--- src/rtl/irq_input_conditioner_if.sv ---
// APB3 slave-side bus bundle for the interrupt input conditioner.
// Signal names carry the direction as seen from the conditioner.
interface irq_input_conditioner_if;
  logic        psel_i;
  logic        penable_i;
  logic        pwrite_i;
  logic [31:0] paddr_i;
  logic [31:0] pwdata_i;
  logic [31:0] prdata_o;
  logic        pready_o;
  logic        pslverr_o;

  modport master (
    output psel_i, penable_i, pwrite_i, paddr_i, pwdata_i,
    input  prdata_o, pready_o, pslverr_o
  );

  modport slave (
    input  psel_i, penable_i, pwrite_i, paddr_i, pwdata_i,
    output prdata_o, pready_o, pslverr_o
  );
endinterface

--- src/rtl/irq_input_conditioner.sv ---
// Four-line interrupt input conditioner: 2-flop synchronizer, glitch filter,
// level/edge trigger generation and saturating event counters behind APB3.
module irq_input_conditioner #(
  parameter int FILTER_W = 4,
  parameter int CNT_W    = 8
) (
  input  logic                   pclk_i,
  input  logic                   rst_i,
  irq_input_conditioner_if.slave apb,
  input  logic [3:0]             irq_i,
  output logic [3:0]             irq_trigger_o
);

  typedef enum logic [3:0] {
    REG_CTRL    = 4'd0,
    REG_MODE    = 4'd1,
    REG_FILTER  = 4'd2,
    REG_RAW     = 4'd3,
    REG_CNT0    = 4'd4,
    REG_CNT1    = 4'd5,
    REG_CNT2    = 4'd6,
    REG_CNT3    = 4'd7,
    REG_CNT_CLR = 4'd8
  } reg_idx_e;

  typedef enum logic [1:0] {
    MODE_LEVEL = 2'b00,
    MODE_RISE  = 2'b01,
    MODE_FALL  = 2'b10,
    MODE_BOTH  = 2'b11
  } trig_mode_e;

  logic                          en_q, en_d;
  logic [7:0]                    mode_q, mode_d;
  logic [FILTER_W-1:0]           filt_n_q, filt_n_d;
  logic [3:0]                    s1_q, s1_d, s2_q, s2_d;
  logic [3:0]                    f_q, f_d, f_dly_q, f_dly_d;
  logic [3:0][FILTER_W-1:0]      fcnt_q, fcnt_d;
  logic [3:0]                    trig_q, trig_d;
  logic [3:0][CNT_W-1:0]         evcnt_q, evcnt_d;
  logic [31:0]                   prdata_q, prdata_d;

  logic                          access, rd_setup, wr_en, err;
  logic                          idx_hi, idx_ro;
  reg_idx_e                      idx;
  logic [3:0]                    clr, ev_inc, rise, fall;
  logic [FILTER_W-1:0]           filt_lim;
  logic                          unused_pwdata;

  // APB decode; any address above 8 (including upper bits) is out of range.
  assign idx      = reg_idx_e'(apb.paddr_i[3:0]);
  assign idx_hi   = (|apb.paddr_i[31:4]) | (apb.paddr_i[3:0] > 4'd8);
  assign idx_ro   = (apb.paddr_i[3:0] >= 4'd3) & (apb.paddr_i[3:0] <= 4'd7);
  assign access   = apb.psel_i & apb.penable_i;
  assign rd_setup = apb.psel_i & ~apb.penable_i & ~apb.pwrite_i;
  assign err      = access & (idx_hi | (apb.pwrite_i & idx_ro));
  assign wr_en    = access & apb.pwrite_i & ~err;

  assign apb.pslverr_o = err;
  assign apb.pready_o  = 1'b1;
  assign apb.prdata_o  = prdata_q;
  assign irq_trigger_o = trig_q;
  assign unused_pwdata = ^apb.pwdata_i[31:8];

  // NOTE: every always_comb output gets a default first so no latch is inferred.
  always_comb begin
    en_d     = en_q;
    mode_d   = mode_q;
    filt_n_d = filt_n_q;
    clr      = '0;
    if (wr_en) begin
      case (idx)
        REG_CTRL:    en_d     = apb.pwdata_i[0];
        REG_MODE:    mode_d   = apb.pwdata_i[7:0];
        REG_FILTER:  filt_n_d = apb.pwdata_i[FILTER_W-1:0];
        REG_CNT_CLR: clr      = apb.pwdata_i[3:0];
        default: ;
      endcase
    end
  end

  // N of 0 and 1 both mean a single matching cycle is enough to follow s2.
  assign filt_lim = (filt_n_q == '0) ? '0 : filt_n_q - FILTER_W'(1);

  always_comb begin
    s1_d    = irq_i;
    s2_d    = s1_q;
    f_dly_d = f_q;
    f_d     = f_q;
    fcnt_d  = '0;
    for (int k = 0; k < 4; k++) begin
      if (s2_q[k] != f_q[k]) begin
        if (fcnt_q[k] >= filt_lim) f_d[k] = s2_q[k];
        else fcnt_d[k] = fcnt_q[k] + FILTER_W'(1);
      end
    end
  end

  assign rise = f_q & ~f_dly_q;
  assign fall = ~f_q & f_dly_q;

  // Level mode counts assertions, edge modes count the pulses they emit.
  always_comb begin
    trig_d = '0;
    ev_inc = '0;
    for (int k = 0; k < 4; k++) begin
      case (trig_mode_e'(mode_q[2*k +: 2]))
        MODE_LEVEL: begin trig_d[k] = f_q[k];  ev_inc[k] = rise[k]; end
        MODE_RISE:  begin trig_d[k] = rise[k]; ev_inc[k] = rise[k]; end
        MODE_FALL:  begin trig_d[k] = fall[k]; ev_inc[k] = fall[k]; end
        default:    begin
          trig_d[k] = rise[k] | fall[k];
          ev_inc[k] = rise[k] | fall[k];
        end
      endcase
    end
    if (!en_q) begin
      trig_d = '0;
      ev_inc = '0;
    end
  end

  always_comb begin
    for (int k = 0; k < 4; k++) begin
      evcnt_d[k] = evcnt_q[k];
      if (clr[k]) evcnt_d[k] = '0;
      else if (ev_inc[k] && (evcnt_q[k] != {CNT_W{1'b1}})) evcnt_d[k] = evcnt_q[k] + CNT_W'(1);
    end
  end

  always_comb begin
    prdata_d = prdata_q;
    if (rd_setup) begin
      prdata_d = '0;
      if (!idx_hi) begin
        case (idx)
          REG_CTRL:   prdata_d = {31'b0, en_q};
          REG_MODE:   prdata_d = {24'b0, mode_q};
          REG_FILTER: prdata_d = 32'(filt_n_q);
          REG_RAW:    prdata_d = {28'b0, s2_q};
          REG_CNT0, REG_CNT1, REG_CNT2, REG_CNT3:
                      prdata_d = 32'(evcnt_q[apb.paddr_i[1:0]]);
          default: ;
        endcase
      end
    end
  end

  // NOTE: sequential state uses non-blocking assignments only; the per-line
  // counters are plain flops, so they reset with everything else.
  always_ff @(posedge pclk_i or posedge rst_i) begin
    if (rst_i) begin
      en_q     <= 1'b1;
      mode_q   <= '0;
      filt_n_q <= FILTER_W'(2);
      s1_q     <= '0;
      s2_q     <= '0;
      f_q      <= '0;
      f_dly_q  <= '0;
      fcnt_q   <= '0;
      trig_q   <= '0;
      evcnt_q  <= '0;
      prdata_q <= '0;
    end else begin
      en_q     <= en_d;
      mode_q   <= mode_d;
      filt_n_q <= filt_n_d;
      s1_q     <= s1_d;
      s2_q     <= s2_d;
      f_q      <= f_d;
      f_dly_q  <= f_dly_d;
      fcnt_q   <= fcnt_d;
      trig_q   <= trig_d;
      evcnt_q  <= evcnt_d;
      prdata_q <= prdata_d;
    end
  end

endmodule

--- src/flat_wrapper.sv ---
// flat-port wrapper written by rule: the top's interface ports become plain ports
module irq_input_conditioner_flat 
#(
  parameter int FILTER_W = 4,
  parameter int CNT_W    = 8
)
  (pclk_i, rst_i, irq_i, irq_trigger_o, apb_psel_i, apb_penable_i, apb_pwrite_i, apb_paddr_i, apb_pwdata_i, apb_prdata_o, apb_pready_o, apb_pslverr_o);
  irq_input_conditioner_if apb_i ();
  input  logic pclk_i;
  input  logic rst_i;
  input  logic [3:0] irq_i;
  output logic [3:0] irq_trigger_o;
  input wire logic [$bits(apb_i.psel_i)-1:0] apb_psel_i;
  input wire logic [$bits(apb_i.penable_i)-1:0] apb_penable_i;
  input wire logic [$bits(apb_i.pwrite_i)-1:0] apb_pwrite_i;
  input wire logic [$bits(apb_i.paddr_i)-1:0] apb_paddr_i;
  input wire logic [$bits(apb_i.pwdata_i)-1:0] apb_pwdata_i;
  output wire logic [$bits(apb_i.prdata_o)-1:0] apb_prdata_o;
  output wire logic [$bits(apb_i.pready_o)-1:0] apb_pready_o;
  output wire logic [$bits(apb_i.pslverr_o)-1:0] apb_pslverr_o;
  assign apb_i.psel_i = apb_psel_i;
  assign apb_i.penable_i = apb_penable_i;
  assign apb_i.pwrite_i = apb_pwrite_i;
  assign apb_i.paddr_i = apb_paddr_i;
  assign apb_i.pwdata_i = apb_pwdata_i;
  assign apb_prdata_o = apb_i.prdata_o;
  assign apb_pready_o = apb_i.pready_o;
  assign apb_pslverr_o = apb_i.pslverr_o;
  irq_input_conditioner #(.FILTER_W(FILTER_W), .CNT_W(CNT_W)) u_core (.pclk_i(pclk_i), .rst_i(rst_i), .apb(apb_i), .irq_i(irq_i), .irq_trigger_o(irq_trigger_o));
endmodule
--- config.mk ---
export PLATFORM = sky130hd
export DESIGN_NAME = irq_input_conditioner_flat
export DESIGN_NICKNAME = d
export VERILOG_FILES = /design/src/rtl/irq_input_conditioner_if.sv /design/src/rtl/irq_input_conditioner.sv /design/src/flat_wrapper.sv
export SDC_FILE = /design/constraint.sdc
export NUM_CORES = 1
export LEC_CHECK = 0
export ABC_AREA = 0
export BUFFER_PORTS_ARGS = -buffer_cell sky130_fd_sc_hd__buf_2
export CORE_UTILIZATION = 60
export DETAILED_ROUTE_END_ITERATION = 10
export PLACE_DENSITY = 0.87
export SYNTH_ARGS = -nofsm -noshare
export SYNTH_HDL_FRONTEND = slang
export SYNTH_SLANG_ARGS = --single-unit
--- constraint.sdc ---
create_clock -name pclk_i -period 6 [get_ports pclk_i]
set_clock_uncertainty 0.05 [all_clocks]
set_input_delay 1.8 -clock pclk_i [delete_from_list [all_inputs] [get_ports pclk_i]]
set_output_delay 1.8 -clock pclk_i [all_outputs]
set_load 0.005 [all_outputs]
==> impl_metrics.xml <==
<?xml version="1.0" encoding="UTF-8"?>
<metrics>
  <group name="synthesis">
    <metric name="synthArstFlopShare" unit="%">100</metric>
    <metric name="syn-instance-count" unit="">505</metric>
    <metric name="ys.warnings.count" unit="">0</metric>
    <metric name="synth_most_common_cell" unit="">dfrtp_1</metric>
    <metric name="seq_area_frac_synth" unit="%">42.7</metric>
    <metric name="synth-edff-count" unit="">0</metric>
    <metric name="postSynthAreaPerCell" unit="µm²">10.4</metric>
    <metric name="post_synth_most_frequent_cells" unit="">87 x dfrtp_1, 56 x nor2_1, 32 x ha_1, 29 x inv_1, 28 x nand2_1</metric>
    <metric name="postSynthRegisterBits" unit="">89</metric>
    <metric name="yosys.area.top_type" unit="">dfrtp_1</metric>
    <metric name="ys_dominant_reg_cell" unit="">dfrtp_1</metric>
    <metric name="synth_cell_types" unit="">55</metric>
    <metric name="synthesis.area" unit="mm²">0.00523</metric>
    <metric name="post-synth-top-area-fraction" unit="%">41.6</metric>
    <metric name="yosys-top-cells-area" unit="">dfrtp_1 42%, ha_1 7.7%, mux4_2 4.7%</metric>
  </group>
  <group name="run">
    <metric name="maxCapViolCount" unit="">0</metric>
  </group>
  <group name="sta">
    <metric name="worst_slew_margin_rel" unit="%">28.4</metric>
    <metric name="tightestPinTransition" unit="ps">1070</metric>
    <metric name="finalSetupViolations" unit="">0</metric>
    <metric name="final_min_period_over_clock_period" unit="%">82.6</metric>
    <metric name="tns" unit="ps">0</metric>
    <metric name="fmax" unit="MHz">202</metric>
    <metric name="post-route-worst-setup-slack" unit="ps">1040</metric>
    <metric name="grt_setup_unrepaired" unit="">no</metric>
    <metric name="finalMaxSlewViolations" unit="">0</metric>
    <metric name="period_needed" unit="ps">4960</metric>
    <metric name="final-hold-violation-count" unit="">0</metric>
    <metric name="timing.hold.ws" unit="ps">310</metric>
  </group>
  <group name="setup_path">
    <metric name="timing.reg2reg.setup_slack" unit="ps">3490</metric>
    <metric name="r2r-end" unit="">u_core.f_dly_d[0]$_DFFE_PP0P_</metric>
    <metric name="crit-reg2reg-launch" unit="">u_core.filt_n_q[1]$_DFFE_PP1P_</metric>
    <metric name="number_of_stages_on_the_worst_setup_path" unit="">5</metric>
    <metric name="worst-path-max-fanout" unit="">17</metric>
    <metric name="worst-r2r-cell-count" unit="">8</metric>
    <metric name="critical-path-slowest-cell" unit="">or3_4</metric>
    <metric name="cp_bufs_invs" unit="">2</metric>
    <metric name="cp.required" unit="ps">4150</metric>
    <metric name="crit_path_end" unit="">apb_pslverr_o</metric>
    <metric name="cell_family_with_the_largest_share_of_critical_path_delay" unit="">simple AND/OR/NAND/NOR gates</metric>
    <metric name="crit_path_end_kind" unit="">output port</metric>
    <metric name="critical-path-max-stage-delay" unit="ps">440</metric>
    <metric name="worst_ep_arrival_time" unit="ps">3110</metric>
    <metric name="crit_chain" unit="">buf_2 -&gt; or3_4 -&gt; and2_4 -&gt; o311a_1 -&gt; buf_2</metric>
    <metric name="crit_path_start_kind" unit="">input pin</metric>
    <metric name="setup.worst_path.class" unit="">input pin to output port</metric>
    <metric name="crit_path_frequent_cell" unit="">buf_2</metric>
    <metric name="setup.worst_path.start" unit="">apb_paddr_i[1]</metric>
  </group>
  <group name="die">
    <metric name="io-pin-count" unit="">111</metric>
    <metric name="fp.dieArea" unit="mm²">0.00909</metric>
    <metric name="floorplan.die.width" unit="µm">95.3</metric>
    <metric name="floorplan.rows" unit="">33</metric>
    <metric name="coreArea" unit="mm²">0.00834</metric>
    <metric name="fp.dieH" unit="µm">95.3</metric>
    <metric name="starting_utilization_of_the_core_area" unit="%">62.7</metric>
  </group>
  <group name="power">
    <metric name="intPower" unit="mW">0.795</metric>
    <metric name="vdd.ir_drop.worst" unit="V">0.000104</metric>
    <metric name="power.share.switching" unit="%">24.6</metric>
    <metric name="power.clock.fraction" unit="%">35.4</metric>
    <metric name="comb_power_share" unit="%">6.7</metric>
    <metric name="fin_total_pwr" unit="mW">1.05</metric>
    <metric name="static-leakage-power" unit="nW">2.73</metric>
    <metric name="power_switching" unit="mW">0.260</metric>
    <metric name="seq_power_share" unit="%">57.8</metric>
    <metric name="power.density" unit="mW/mm²">186</metric>
  </group>
  <group name="cts">
    <metric name="number_of_cts_inserted_buffers" unit="">9</metric>
    <metric name="post_cts_buffers" unit="">0</metric>
    <metric name="cts_hold_repair.buffers" unit="">0</metric>
    <metric name="insertion_delay" unit="ps">370</metric>
    <metric name="cts.sinks" unit="">89</metric>
    <metric name="clk_pin_slew_worst_paths" unit="ps">80</metric>
    <metric name="cts_tree" unit="">done</metric>
    <metric name="cts_repair_resize_count" unit="">0</metric>
    <metric name="cts.htree.levels" unit="">3</metric>
    <metric name="cts-root-buf" unit="">clkbuf_8</metric>
    <metric name="clockBufferDepth" unit="">2</metric>
  </group>
  <group name="global_routing">
    <metric name="grt_max_degree" unit="">66</metric>
    <metric name="grt_overflow" unit="">0</metric>
    <metric name="grt_usage" unit="%">27.5</metric>
    <metric name="grt_pass1_vias" unit="">3852</metric>
    <metric name="grt_first_pass_wirelength" unit="µm">18500</metric>
    <metric name="number_of_antenna_violations_at_the_first_check_in_global_routing" unit="">0</metric>
  </group>
  <group name="hold_path">
    <metric name="hold_class" unit="">flip-flop to flip-flop</metric>
  </group>
  <group name="finish">
    <metric name="post_route_cells_drive_above_1_share" unit="%">20.6</metric>
    <metric name="syn2layout_area_growth" unit="%">8.59</metric>
    <metric name="layout.core_utilization" unit="%">68.1</metric>
    <metric name="n_antenna_cell" unit="">0</metric>
    <metric name="final-instance-count-excl-fill" unit="">673</metric>
    <metric name="layout.nets" unit="">668</metric>
    <metric name="final_area" unit="mm²">0.00568</metric>
  </group>
  <group name="placed_design">
    <metric name="dp.cells" unit="">657</metric>
    <metric name="postPlaceCellArea" unit="mm²">0.00550</metric>
    <metric name="gpl.final_weighted_congestion" unit="">0.929</metric>
    <metric name="dp.final_hpwl" unit="µm">8420</metric>
    <metric name="portBuffers" unit="">61</metric>
    <metric name="preCtsSetupSlack" unit="ps">1050</metric>
  </group>
  <group name="detailed_routing">
    <metric name="highest-signal-layer" unit="">met4</metric>
    <metric name="dr.first_iter.drc_count" unit="">364</metric>
    <metric name="met2RoutedLength" unit="µm">5380</metric>
    <metric name="firstDrtPassIters" unit="">5</metric>
    <metric name="num_vias" unit="">3983</metric>
    <metric name="drt-vias-per-instance" unit="">5.92</metric>
    <metric name="detail-route-antenna-nets" unit="">0</metric>
    <metric name="detail_route.wirelength.met1" unit="µm">4560</metric>
    <metric name="post_drt_wl_per_cell" unit="µm">16.5</metric>
    <metric name="wl" unit="µm">11100</metric>
    <metric name="wl_met3" unit="µm">824</metric>
    <metric name="drcViolationCount" unit="">0</metric>
  </group>
  <group name="status">
    <metric name="outcome" unit="">finished, final reports clean</metric>
  </group>
</metrics>
[layout by cell type, fill, tap and decap left out, drive strengths merged, types with 12 or more instances in the layout]
| master | synthesis | routed |
|---|---|---|
| ha | 32 | 32 |
| xor2 | 20 | 20 |
| nand2 | 29 | 29 |
| nand2b | 13 | 13 |
| nor2 | 57 | 57 |
| buf | 32 | 62 |
| mux2 | 20 | 20 |
| a21oi | 15 | 15 |
| clkbuf | 6 | 12 |
| mux4 | 12 | 12 |
| dfrtp | 87 | 87 |
| conb | 2 | 25 |
| nand3 | 24 | 24 |
| nor4 | 14 | 14 |
| inv | 29 | 28 |
| o21ai | 18 | 18 |
[power groups by stage]
stage / sequential, mW / combinational (mW) / clock (mW)
floorplan: 0.620 / 0.0549 / 0
global placement: 0.621 / 0.0682 / 0
detailed placement: 0.622 / 0.0712 / 0
CTS: 0.610 / 0.0715 / 0.379
global route: 0.611 / 0.0812 / 0.407
finish: 0.610 / 0.0710 / 0.374
[registers in the layout, summed over array words and instances, names as in the netlist]
signal,count
u_core.filt_n_q,4
u_core.f_dly_d,4
u_core.s2_q,4
u_core.fcnt_q,16
u_core.s1_q,4
u_core.evcnt_q,32
u_core.apb.prdata_o,8
u_core.f_dly_q,4
u_core.irq_trigger_o,4
u_core.mode_q,8
u_core.en_q,1
[area by class of cell]
cell class	instances	area (µm²)
Clock buffer	12	145
Multi-Input combinational cell	372	2720
Timing Repair Buffer	62	313
Clock inverter	4	28.8
Fill cell	622	2660
Sequential cell	89	2230
Tap cell	105	131
Inverter	29	110
[per-layer routing]
layer	vias up	GRT usage [%]
li1	1840	-
met1	1929	35.8
met2	182	44.9
met3	32	5.42
met4	0	11.2
met5	-	0
[worst min-delay path by stage]
stage,startpoint,endpoint,slack [ps],depth (start not counted)
after global placement,u_core.s1_q[2]$_DFF_PP0_,u_core.s2_q[2]$_DFF_PP0_,280,0
after CTS,u_core.s1_q[2]$_DFF_PP0_,u_core.s2_q[2]$_DFF_PP0_,310,0
after floorplan,u_core.s1_q[0]$_DFF_PP0_,u_core.s2_q[0]$_DFF_PP0_,280,0
after global routing,u_core.s1_q[2]$_DFF_PP0_,u_core.s2_q[2]$_DFF_PP0_,320,0
final,u_core.s1_q[2]$_DFF_PP0_,u_core.s2_q[2]$_DFF_PP0_,310,0
after detailed placement,u_core.s1_q[3]$_DFF_PP0_,u_core.s2_q[3]$_DFF_PP0_,290,0
[logic make-up after synthesis]
family	count (synthesis)	share of synthesized area (%)
adder cells (fa/ha/maj)	32	7.66
buffers and inverters	67	6.99
AND/OR/NAND/NOR	181	17.9
flip-flops	89	42.7
other	2	0.144
XOR/XNOR	28	4.69
AO/OA/AOI/OAI	66	8.04
multiplexers	40	11.9
Power figures use the tool's default switching activity.
